==> config.mk <==
export PLATFORM = sky130hd
export DESIGN_NAME = alu_multiword_seq
export DESIGN_NICKNAME = d
export VERILOG_FILES = /design/src/rtl/alu_multiword_seq.sv
export SDC_FILE = /design/constraint.sdc
export NUM_CORES = 1
export LEC_CHECK = 0
export ABC_AREA = 1
export BUFFER_PORTS_ARGS = -buffer_cell sky130_fd_sc_hd__buf_2
export CAP_MARGIN = 40
export CORE_AREA = 2 2 97 99
export DETAILED_ROUTE_END_ITERATION = 7
export DIE_AREA = 0 0 99 101
export PLACE_DENSITY = 0.92
export SYNTH_ARGS = -nofsm -noshare
export SYNTH_HDL_FRONTEND = slang
export SYNTH_SLANG_ARGS = --single-unit
==> constraint.sdc <==
create_clock -name clk -period 5.77 [get_ports clk]
set_clock_uncertainty 0.1 [all_clocks]
set_input_delay 1.154 -clock clk [delete_from_list [all_inputs] [get_ports clk]]
set_output_delay 1.154 -clock clk [all_outputs]
set_load 0.05 [all_outputs]
==> src/rtl/alu_multiword_seq.sv <==
// Multi-word sequencer around a single-word combinational ALU.
// Issues one word per cycle, chains carry between words and folds the zero flag across words.
module alu_multiword_seq #(
  parameter int DATA_WIDTH  = 8,
  parameter int MAX_WORDS   = 4,
  parameter int OPER_WIDTH  = 4,
  parameter int FLAGS_WIDTH = 4,
  parameter int WC_WIDTH    = 2
) (
  input  logic                            clk,
  input  logic                            rst,
  input  logic                            req_valid,
  output logic                            req_ready,
  input  logic [OPER_WIDTH-1:0]           req_oper,
  input  logic [DATA_WIDTH*MAX_WORDS-1:0] req_a,
  input  logic [DATA_WIDTH*MAX_WORDS-1:0] req_b,
  input  logic [WC_WIDTH-1:0]             req_words_m1,
  input  logic                            req_c,
  output logic                            rsp_valid,
  input  logic                            rsp_ready,
  output logic [DATA_WIDTH*MAX_WORDS-1:0] rsp_result,
  output logic                            rsp_c,
  output logic                            rsp_z,
  output logic                            rsp_err,
  output logic [OPER_WIDTH-1:0]           alu_oper,
  output logic [DATA_WIDTH-1:0]           alu_a,
  output logic [DATA_WIDTH-1:0]           alu_b,
  output logic [FLAGS_WIDTH-1:0]          alu_flags_in,
  input  logic [DATA_WIDTH-1:0]           alu_out,
  input  logic [FLAGS_WIDTH-1:0]          alu_flags_out
);

  localparam logic [OPER_WIDTH-1:0] OP_ADD = OPER_WIDTH'(0);
  localparam logic [OPER_WIDTH-1:0] OP_ADC = OPER_WIDTH'(1);
  localparam logic [OPER_WIDTH-1:0] OP_SUB = OPER_WIDTH'(2);
  localparam logic [OPER_WIDTH-1:0] OP_SBC = OPER_WIDTH'(3);
  localparam logic [OPER_WIDTH-1:0] OP_AND = OPER_WIDTH'(4);
  localparam logic [OPER_WIDTH-1:0] OP_ORR = OPER_WIDTH'(5);
  localparam logic [OPER_WIDTH-1:0] OP_XOR = OPER_WIDTH'(6);
  localparam logic [OPER_WIDTH-1:0] OP_LSL = OPER_WIDTH'(7);
  localparam logic [OPER_WIDTH-1:0] OP_LSR = OPER_WIDTH'(8);
  localparam logic [OPER_WIDTH-1:0] OP_CMP = OPER_WIDTH'(9);

  localparam int FLAG_C = 0;
  localparam int FLAG_Z = 1;

  localparam logic [1:0] ST_IDLE = 2'd0;
  localparam logic [1:0] ST_RUN  = 2'd1;
  localparam logic [1:0] ST_DONE = 2'd2;

  logic [1:0]                            state_reg;
  logic [OPER_WIDTH-1:0]                 oper_reg;
  logic [DATA_WIDTH*MAX_WORDS-1:0]       a_reg;
  logic [DATA_WIDTH*MAX_WORDS-1:0]       b_reg;
  logic [WC_WIDTH-1:0]                   n_m1_reg;
  logic [WC_WIDTH-1:0]                   cnt_reg;
  logic                                  carry_reg;
  logic                                  z_reg;
  logic                                  err_reg;
  logic [DATA_WIDTH-1:0]                 result_words_reg [MAX_WORDS];

  logic [DATA_WIDTH-1:0]                 a_words [MAX_WORDS];
  logic [DATA_WIDTH-1:0]                 b_words [MAX_WORDS];
  logic [WC_WIDTH-1:0]                   words_m1_clamped;
  logic [WC_WIDTH-1:0]                   word_idx;
  logic [OPER_WIDTH-1:0]                 issue_oper;
  logic [DATA_WIDTH-1:0]                 stored_word;
  logic                                  carry_next;
  logic                                  word_zero;
  logic                                  issuing;
  logic                                  flags_unused;

  assign flags_unused = ^alu_flags_out;

  function automatic logic is_supported(input logic [OPER_WIDTH-1:0] op);
    case (op)
      OP_ADD, OP_ADC, OP_SUB, OP_SBC, OP_CMP,
      OP_AND, OP_ORR, OP_XOR, OP_LSR: return 1'b1;
      default:                        return 1'b0;
    endcase
  endfunction

  generate
    for (genvar gi = 0; gi < MAX_WORDS; gi++) begin : g_words
      assign a_words[gi] = a_reg[gi*DATA_WIDTH +: DATA_WIDTH];
      assign b_words[gi] = b_reg[gi*DATA_WIDTH +: DATA_WIDTH];
      assign rsp_result[gi*DATA_WIDTH +: DATA_WIDTH] = result_words_reg[gi];
    end
  endgenerate

  always_comb begin
    words_m1_clamped = req_words_m1;
    if (int'(req_words_m1) > MAX_WORDS - 1) words_m1_clamped = WC_WIDTH'(MAX_WORDS - 1);
  end

  // Shifts walk from the most significant word down; everything else goes LSW first.
  assign word_idx = (oper_reg == OP_LSR) ? (n_m1_reg - cnt_reg) : cnt_reg;
  assign issuing  = (state_reg == ST_RUN) && !err_reg;

  always_comb begin
    issue_oper = oper_reg;
    case (oper_reg)
      OP_ADD:         issue_oper = (cnt_reg == '0) ? OP_ADD : OP_ADC;
      OP_SUB, OP_CMP: issue_oper = (cnt_reg == '0) ? OP_SUB : OP_SBC;
      default:        issue_oper = oper_reg;
    endcase
  end

  always_comb begin
    alu_oper     = OP_ADD;
    alu_a        = '0;
    alu_b        = '0;
    alu_flags_in = '0;
    if (issuing) begin
      alu_oper             = issue_oper;
      alu_a                = a_words[word_idx];
      alu_b                = b_words[word_idx];
      alu_flags_in[FLAG_C] = carry_reg;
    end
  end

  always_comb begin
    stored_word = alu_out;
    carry_next  = alu_flags_out[FLAG_C];
    word_zero   = (alu_out == '0);
    case (oper_reg)
      OP_LSR: begin
        stored_word[DATA_WIDTH-1] = carry_reg;
        word_zero = (stored_word == '0);
      end
      OP_AND, OP_ORR, OP_XOR: carry_next = carry_reg;
      OP_CMP: word_zero = alu_flags_out[FLAG_Z];
      default: ;
    endcase
  end

  always_ff @(posedge clk) begin
    if (rst) begin
      state_reg <= ST_IDLE;
      oper_reg  <= OP_ADD;
      a_reg     <= '0;
      b_reg     <= '0;
      n_m1_reg  <= '0;
      cnt_reg   <= '0;
      carry_reg <= 1'b0;
      z_reg     <= 1'b0;
      err_reg   <= 1'b0;
      for (int i = 0; i < MAX_WORDS; i++) result_words_reg[i] <= '0;
    end else begin
      case (state_reg)
        ST_IDLE: begin
          if (req_valid) begin
            oper_reg  <= req_oper;
            a_reg     <= req_a;
            b_reg     <= req_b;
            n_m1_reg  <= words_m1_clamped;
            cnt_reg   <= '0;
            carry_reg <= req_c;
            z_reg     <= is_supported(req_oper);
            err_reg   <= !is_supported(req_oper);
            // Words beyond n read back as zero; compare leaves the old result visible.
            if (req_oper != OP_CMP || !is_supported(req_oper)) begin
              for (int i = 0; i < MAX_WORDS; i++) result_words_reg[i] <= '0;
            end
            state_reg <= ST_RUN;
          end
        end
        ST_RUN: begin
          if (err_reg) begin
            state_reg <= ST_DONE;
          end else begin
            if (oper_reg != OP_CMP) result_words_reg[word_idx] <= stored_word;
            carry_reg <= carry_next;
            z_reg     <= z_reg & word_zero;
            if (cnt_reg == n_m1_reg) state_reg <= ST_DONE;
            else                     cnt_reg   <= cnt_reg + WC_WIDTH'(1);
          end
        end
        ST_DONE: begin
          if (rsp_ready) state_reg <= ST_IDLE;
        end
        default: state_reg <= ST_IDLE;
      endcase
    end
  end

  assign req_ready = (state_reg == ST_IDLE);
  assign rsp_valid = (state_reg == ST_DONE);
  assign rsp_c     = carry_reg;
  assign rsp_z     = z_reg;
  assign rsp_err   = err_reg;

endmodule

* Word level (Yosys, flattened, before mapping)
Memories as Yosys holds them, arrays and structs flattened.
Index checks and enable logic that the tools add are counted.
** Storage, ports and cells
- Bits in registers :: 77
- Bits in writable memories :: 32
- Bits in read-only memories :: 48
- Input bits :: 87
- Output and inout port bits :: 61
- Memories kept :: 4
** Memories
- result_words_reg :: words 4, width 8, read ports 4, clocked after memory_dff 0, write ports 4, RTL line 60 : logic [DATA_WIDTH-1:0] result_words_reg [MAX_WORDS];
- (no name shown) :: words 16, width 1, read ports 1, clocked after memory_dff 0, write ports 0, RTL line 76 : case (op)
- (no name shown) :: words 16, width 1, read ports 1, clocked after memory_dff 0, write ports 0, RTL line 76
- (no name shown) :: words 16, width 1, read ports 1, clocked after memory_dff 0, write ports 0, RTL line 76
** Operators by class
- Add/subtract/negate cells :: 2
- Order comparisons :: 1
- Equality and inequality tests :: 17
- Mux-type cells :: 57
- Bitwise operators :: 6
- Reduce and logical (&&, ||, !) cells :: 19
** Operators with widths (number)
- 8-bit two-way mux :: 11
- 8-bit binary-select mux with 2-bit select :: 2
- 1-bit two-way mux :: 28
- 2-bit two-way mux :: 9
- 8-bit zero test :: 2
- 4-bit by 3-bit == test with 1-bit output, second input constant :: 3
- 4-bit == test, second input constant :: 2
- 2-bit != test, second input constant :: 4
- 4-bit != test, second input constant :: 2
- 4-bit one-hot mux with 2 select lines :: 1
- 4-bit AND reduction :: 2
- 8-bit OR reduction :: 1
- 1-bit one-hot mux with 2 select lines :: 3
- 2-bit one-hot mux with 3 select lines :: 1
- 3-bit AND reduction :: 2
- 4-bit by 2-bit == test with 1-bit output, second input constant :: 1
- 2-bit zero test :: 2
- 4-bit zero test :: 1
- 4-bit two-way mux :: 1
- 1-bit bitwise OR :: 4
- 2-bit one-hot mux with 2 select lines :: 1
- 3-bit greater-or-equal comparator, second input constant :: 1
- 1-bit zero test :: 3
- 3-bit by 2-bit != test with 1-bit output, second input constant :: 1
- 14 further kinds :: 14

* Longest topological paths before layout
An unclocked memory read counts as a cell.
- Depth in word-level cells :: 13
- Depth in mapped cells :: 10
- Depth with buffers taken out :: 10

* Least setup slack after synthesis
OpenSTA, ideal clock, no wires.
- Kind :: flip-flop to output port
- From :: register n_m1_reg[0]
- To :: output alu_b[0]
- Data arrival time :: 2.080 ns
- Path slack :: 2.436 ns
- Cell stages (with the launch flop) :: 9
- Buffers on the path :: 1
- Cell sequence :: dfxtp_1 inv_1 ha_1 nand3_1 clkbuf_1 nand3_1 nand2_1 nand2_1 a21oi_1
** Between the ends
- Longest elaborated chain between the ends :: 7
** Ends and longest elaborated chain
- start, declared :: RTL line 55 : logic [WC_WIDTH-1:0] n_m1_reg;
- start signal, assigned :: RTL line 156 : n_m1_reg <= words_m1_clamped;
- 2-bit subtractor :: RTL line 97 : assign word_idx = (oper_reg == OP_LSR) ? (n_m1_reg - cnt_reg) : cnt_reg;
- 2-bit two-way mux :: RTL line 97
- 2-bit NOT with 3-bit output (implied by the code) :: RTL line 117 : alu_b = b_words[word_idx];
- 8-bit binary-select mux with 2-bit select :: RTL line 117
- 8-bit two-way mux (implied by the code) (2 in a row) :: RTL line 117
- 8-bit two-way mux :: RTL line 114 : if (issuing) begin
- end, declared :: RTL line 27 : output logic [DATA_WIDTH-1:0] alu_b,
No other way between the ends. The select of a mux whose other input is x is not followed.

* Worst setup path in the final report
- From :: register oper_reg[3]
- To :: output alu_a[2]
** Between the ends
- Longest elaborated chain between the ends :: 7
** Ends and longest elaborated chain
- start, declared :: RTL line 52 : logic [OPER_WIDTH-1:0] oper_reg;
- start signal, assigned :: RTL line 153 : oper_reg <= req_oper;
- 4-bit == test :: RTL line 97
- 2-bit two-way mux :: RTL line 97
- 2-bit NOT with 3-bit output (implied by the code) :: RTL line 116 : alu_a = a_words[word_idx];
- 8-bit binary-select mux with 2-bit select :: RTL line 116
- 8-bit two-way mux (implied by the code) (2 in a row) :: RTL line 116
- 8-bit two-way mux :: RTL line 114
- end, declared :: RTL line 26 : output logic [DATA_WIDTH-1:0] alu_a,
No other way between the ends. The select of a mux whose other input is x is not followed.

==> out/metrics.cfg <==
[run_status]
status = finished, final reports clean

[placement]
port_buffers = 142
dpl.hpwl_um = 9062
dpl_cell_area_um2 = 5674
routabilityCongestion = 0.8414
dp_slack_ns = 2.129

[clock_network]
numCtsBuffers = 9
cts-resized-gates = 0
holdBufCountCts = 0
cts_tree = done
insertion_delay_ns = 0.36
post-cts-setup-buffer-count = 0
cts.reportedPaths.clkPinSlew_ns = 0.10
clock_path_buffers = 2
htreeDepth = 3
cts.sinks = 109
cts_root_buf = clkbuf_8

[floorplan]
rows = 35
die_w_um = 99
fp.coreArea_um2 = 8977
die-area_um2 = 9999
ios = 148
die_y_um = 101
start_util = 0.5490

[setup_path]
r2r_end = result_words_reg[0][0]
reg2reg_slack_ns = 2.89
path_cells = inv_2 -> nor2_4 -> nand2_2 -> nand2_1 -> buf_8 -> nand3_1 -> nand2_1 -> nand2_1 -> a21oi_1 -> buf_2
critPathArrivalTime_ns = 2.59
r2r-start = state_reg[0]
crit_type = flip-flop to output port
crit_path_start = oper_reg[3]
worstPathRequired_ns = 4.52
slowest_stage = nand2_1
crit_path_frequent_cell = nand2_1
max_stage_delay_ns = 0.44
critical_path.startpoint_type = flip-flop
cp-end-kind = output port
critical_path.max_fanout = 19
rr_worst_depth = 7

[logic_synthesis]
syn_area_um2 = 4928
yosysWarnings = 0
ys_types = 29
synthCells = 654
synth_seq_cells = 109
avgSynthCellArea_um2 = 7.536
synth-seq-area-share = 0.5077

[timing]
setup_ws_ns = 1.923
slew_headroom = 0.5809
rsz0062_at_grt = no
fin_crit_ns = 3.847
worstMarginPinSlew_ns = 0.6286
maxSlewViolCount = 0
tns_ns = 0
max_freq_mhz = 259.9
period_share = 0.6667
setup_viol = 0
hold_viol = 0

[cells_and_area]
multi_input_area_um2 = 2120
fillers = 771
register_area_um2 = 2502
nets = 863
final_cell_mix = nor2_1, buf_2, nand2_1
final_common_cell = nor2_1
layout-drive-gt1-share = 0.2362
antenna_cells = 0
finish.instance_area_um2 = 5841
area_growth_pct = 18.51

[worst_hold_path]
hold_path.class = flip-flop to flip-flop
hp-start = rsp_z
hold_path_depth = 2
min_to = rsp_z

[detailed_routing]
drt_iter0_markers = 287
antenna_left = 0
drc_errors = 0
via_per_inst = 5.351
via_count = 4762
drt-total-wl_um = 12400
wl_per_cell_um = 13.93
drt_pass1_iterations = 6

[flow_run]
maxCapViolCount = 0

[global_routing]
grt.total_usage = 0.2483
first_global_vias = 4276
overflow = 0
grt_use_met3 = 0.04161
grt_max_degree = 80
grt_antenna_before_repair = 0
use_met2 = 0.4330
grt_util_met1 = 0.3092
grt_pass1_wl_um = 19880
busiest_layer = met2

[pwr]
p_leak_nw = 2.811
powerDensity_nw_per_um2 = 301.8
vdd_drop_max_mv = 0.1567

-- worst max path at each step --
stage | endpoint | slack (ns) | cells past startpoint
6_report | alu_a[2] | 1.92 | 10
5_1_grt | alu_a[4] | 1.72 | 9
4_1_cts | alu_b[7] | 1.92 | 9
3_5_place_dp | result_words_reg[0][4] | 2.13 | 7
3_3_place_gp | result_words_reg[1][5] | 2.09 | 6
2_1_floorplan | alu_b[0] | 2.44 | 8
-- through the flow --
stage	power, mW	cells	util	hold slack [ns]
2_1_floorplan	1.248	656	-	0.3354
3_3_place_gp	1.350	871	0.6265	0.3469
3_5_place_dp	1.368	874	0.6321	0.3537
4_1_cts	1.766	890	0.6506	0.3689
5_1_grt	1.852	890	0.6506	0.4087
6_report	1.763	890	0.6506	0.3699
-- power by group --
group	internal [mW]	switching [mW]
Sequential	0.864	0.0348
Combinational	0.126	0.326
Clock	0.159	0.253
-- cell type report --
class | count | area share
Sequential cell | 109 | 0.4284
Multi-Input combinational cell | 473 | 0.3629
Timing Repair Buffer | 149 | 0.1354
Tap cell | 111 | 0.02378
Clock buffer | 10 | 0.02207
Inverter | 32 | 0.02099
Clock inverter | 6 | 0.006427
-- cell families after synthesis --
| kind of cell | after synthesis | share of synthesized area |
|---|---|---|
| other | 1 | 0.0007609 |
| adder cells (fa/ha/maj) | 2 | 0.005077 |
| AND/OR/NAND/NOR | 360 | 0.3087 |
| flip-flops | 109 | 0.5077 |
| buffers and inverters | 74 | 0.06423 |
| multiplexers | 1 | 0.002031 |
| AO/OA/AOI/OAI | 107 | 0.1115 |
-- Yosys cell counts, drive strengths merged --
library cell  instances  area share
a211oi                1      0.0015
a21oi                30       0.033
buf                  18       0.021
clkbuf               24       0.018
conb                  1     0.00076
dfxtp                77        0.31
edfxtp               32        0.19
ha                    2      0.0051
inv                  32       0.025
mux2i                 1      0.0020
nand2               100       0.079
nand3                77       0.080
nand3b                1      0.0041
nand4                 1      0.0013
nor2                178        0.14
nor3                  3      0.0053
o21ai                76       0.077
-- routing by layer --
| metal | share of wire | vias to the layer above |
|---|---|---|
| met5 | 0 | - |
| met4 | 0.022 | 0 |
| met3 | 0.077 | 27 |
| met2 | 0.48 | 220 |
| met1 | 0.42 | 2146 |
| li1 | - | 2369 |
-- critical path, delay by kind of cell (launching register included) --
kind	cells	cell delay [ns]
AND/OR/NAND/NOR	6	0.96
buffers and inverters	3	0.63
AO/OA/AOI/OAI	1	0.21
flip-flops	1	0.42
No activity file was read; power rests on OpenSTA's default activity.
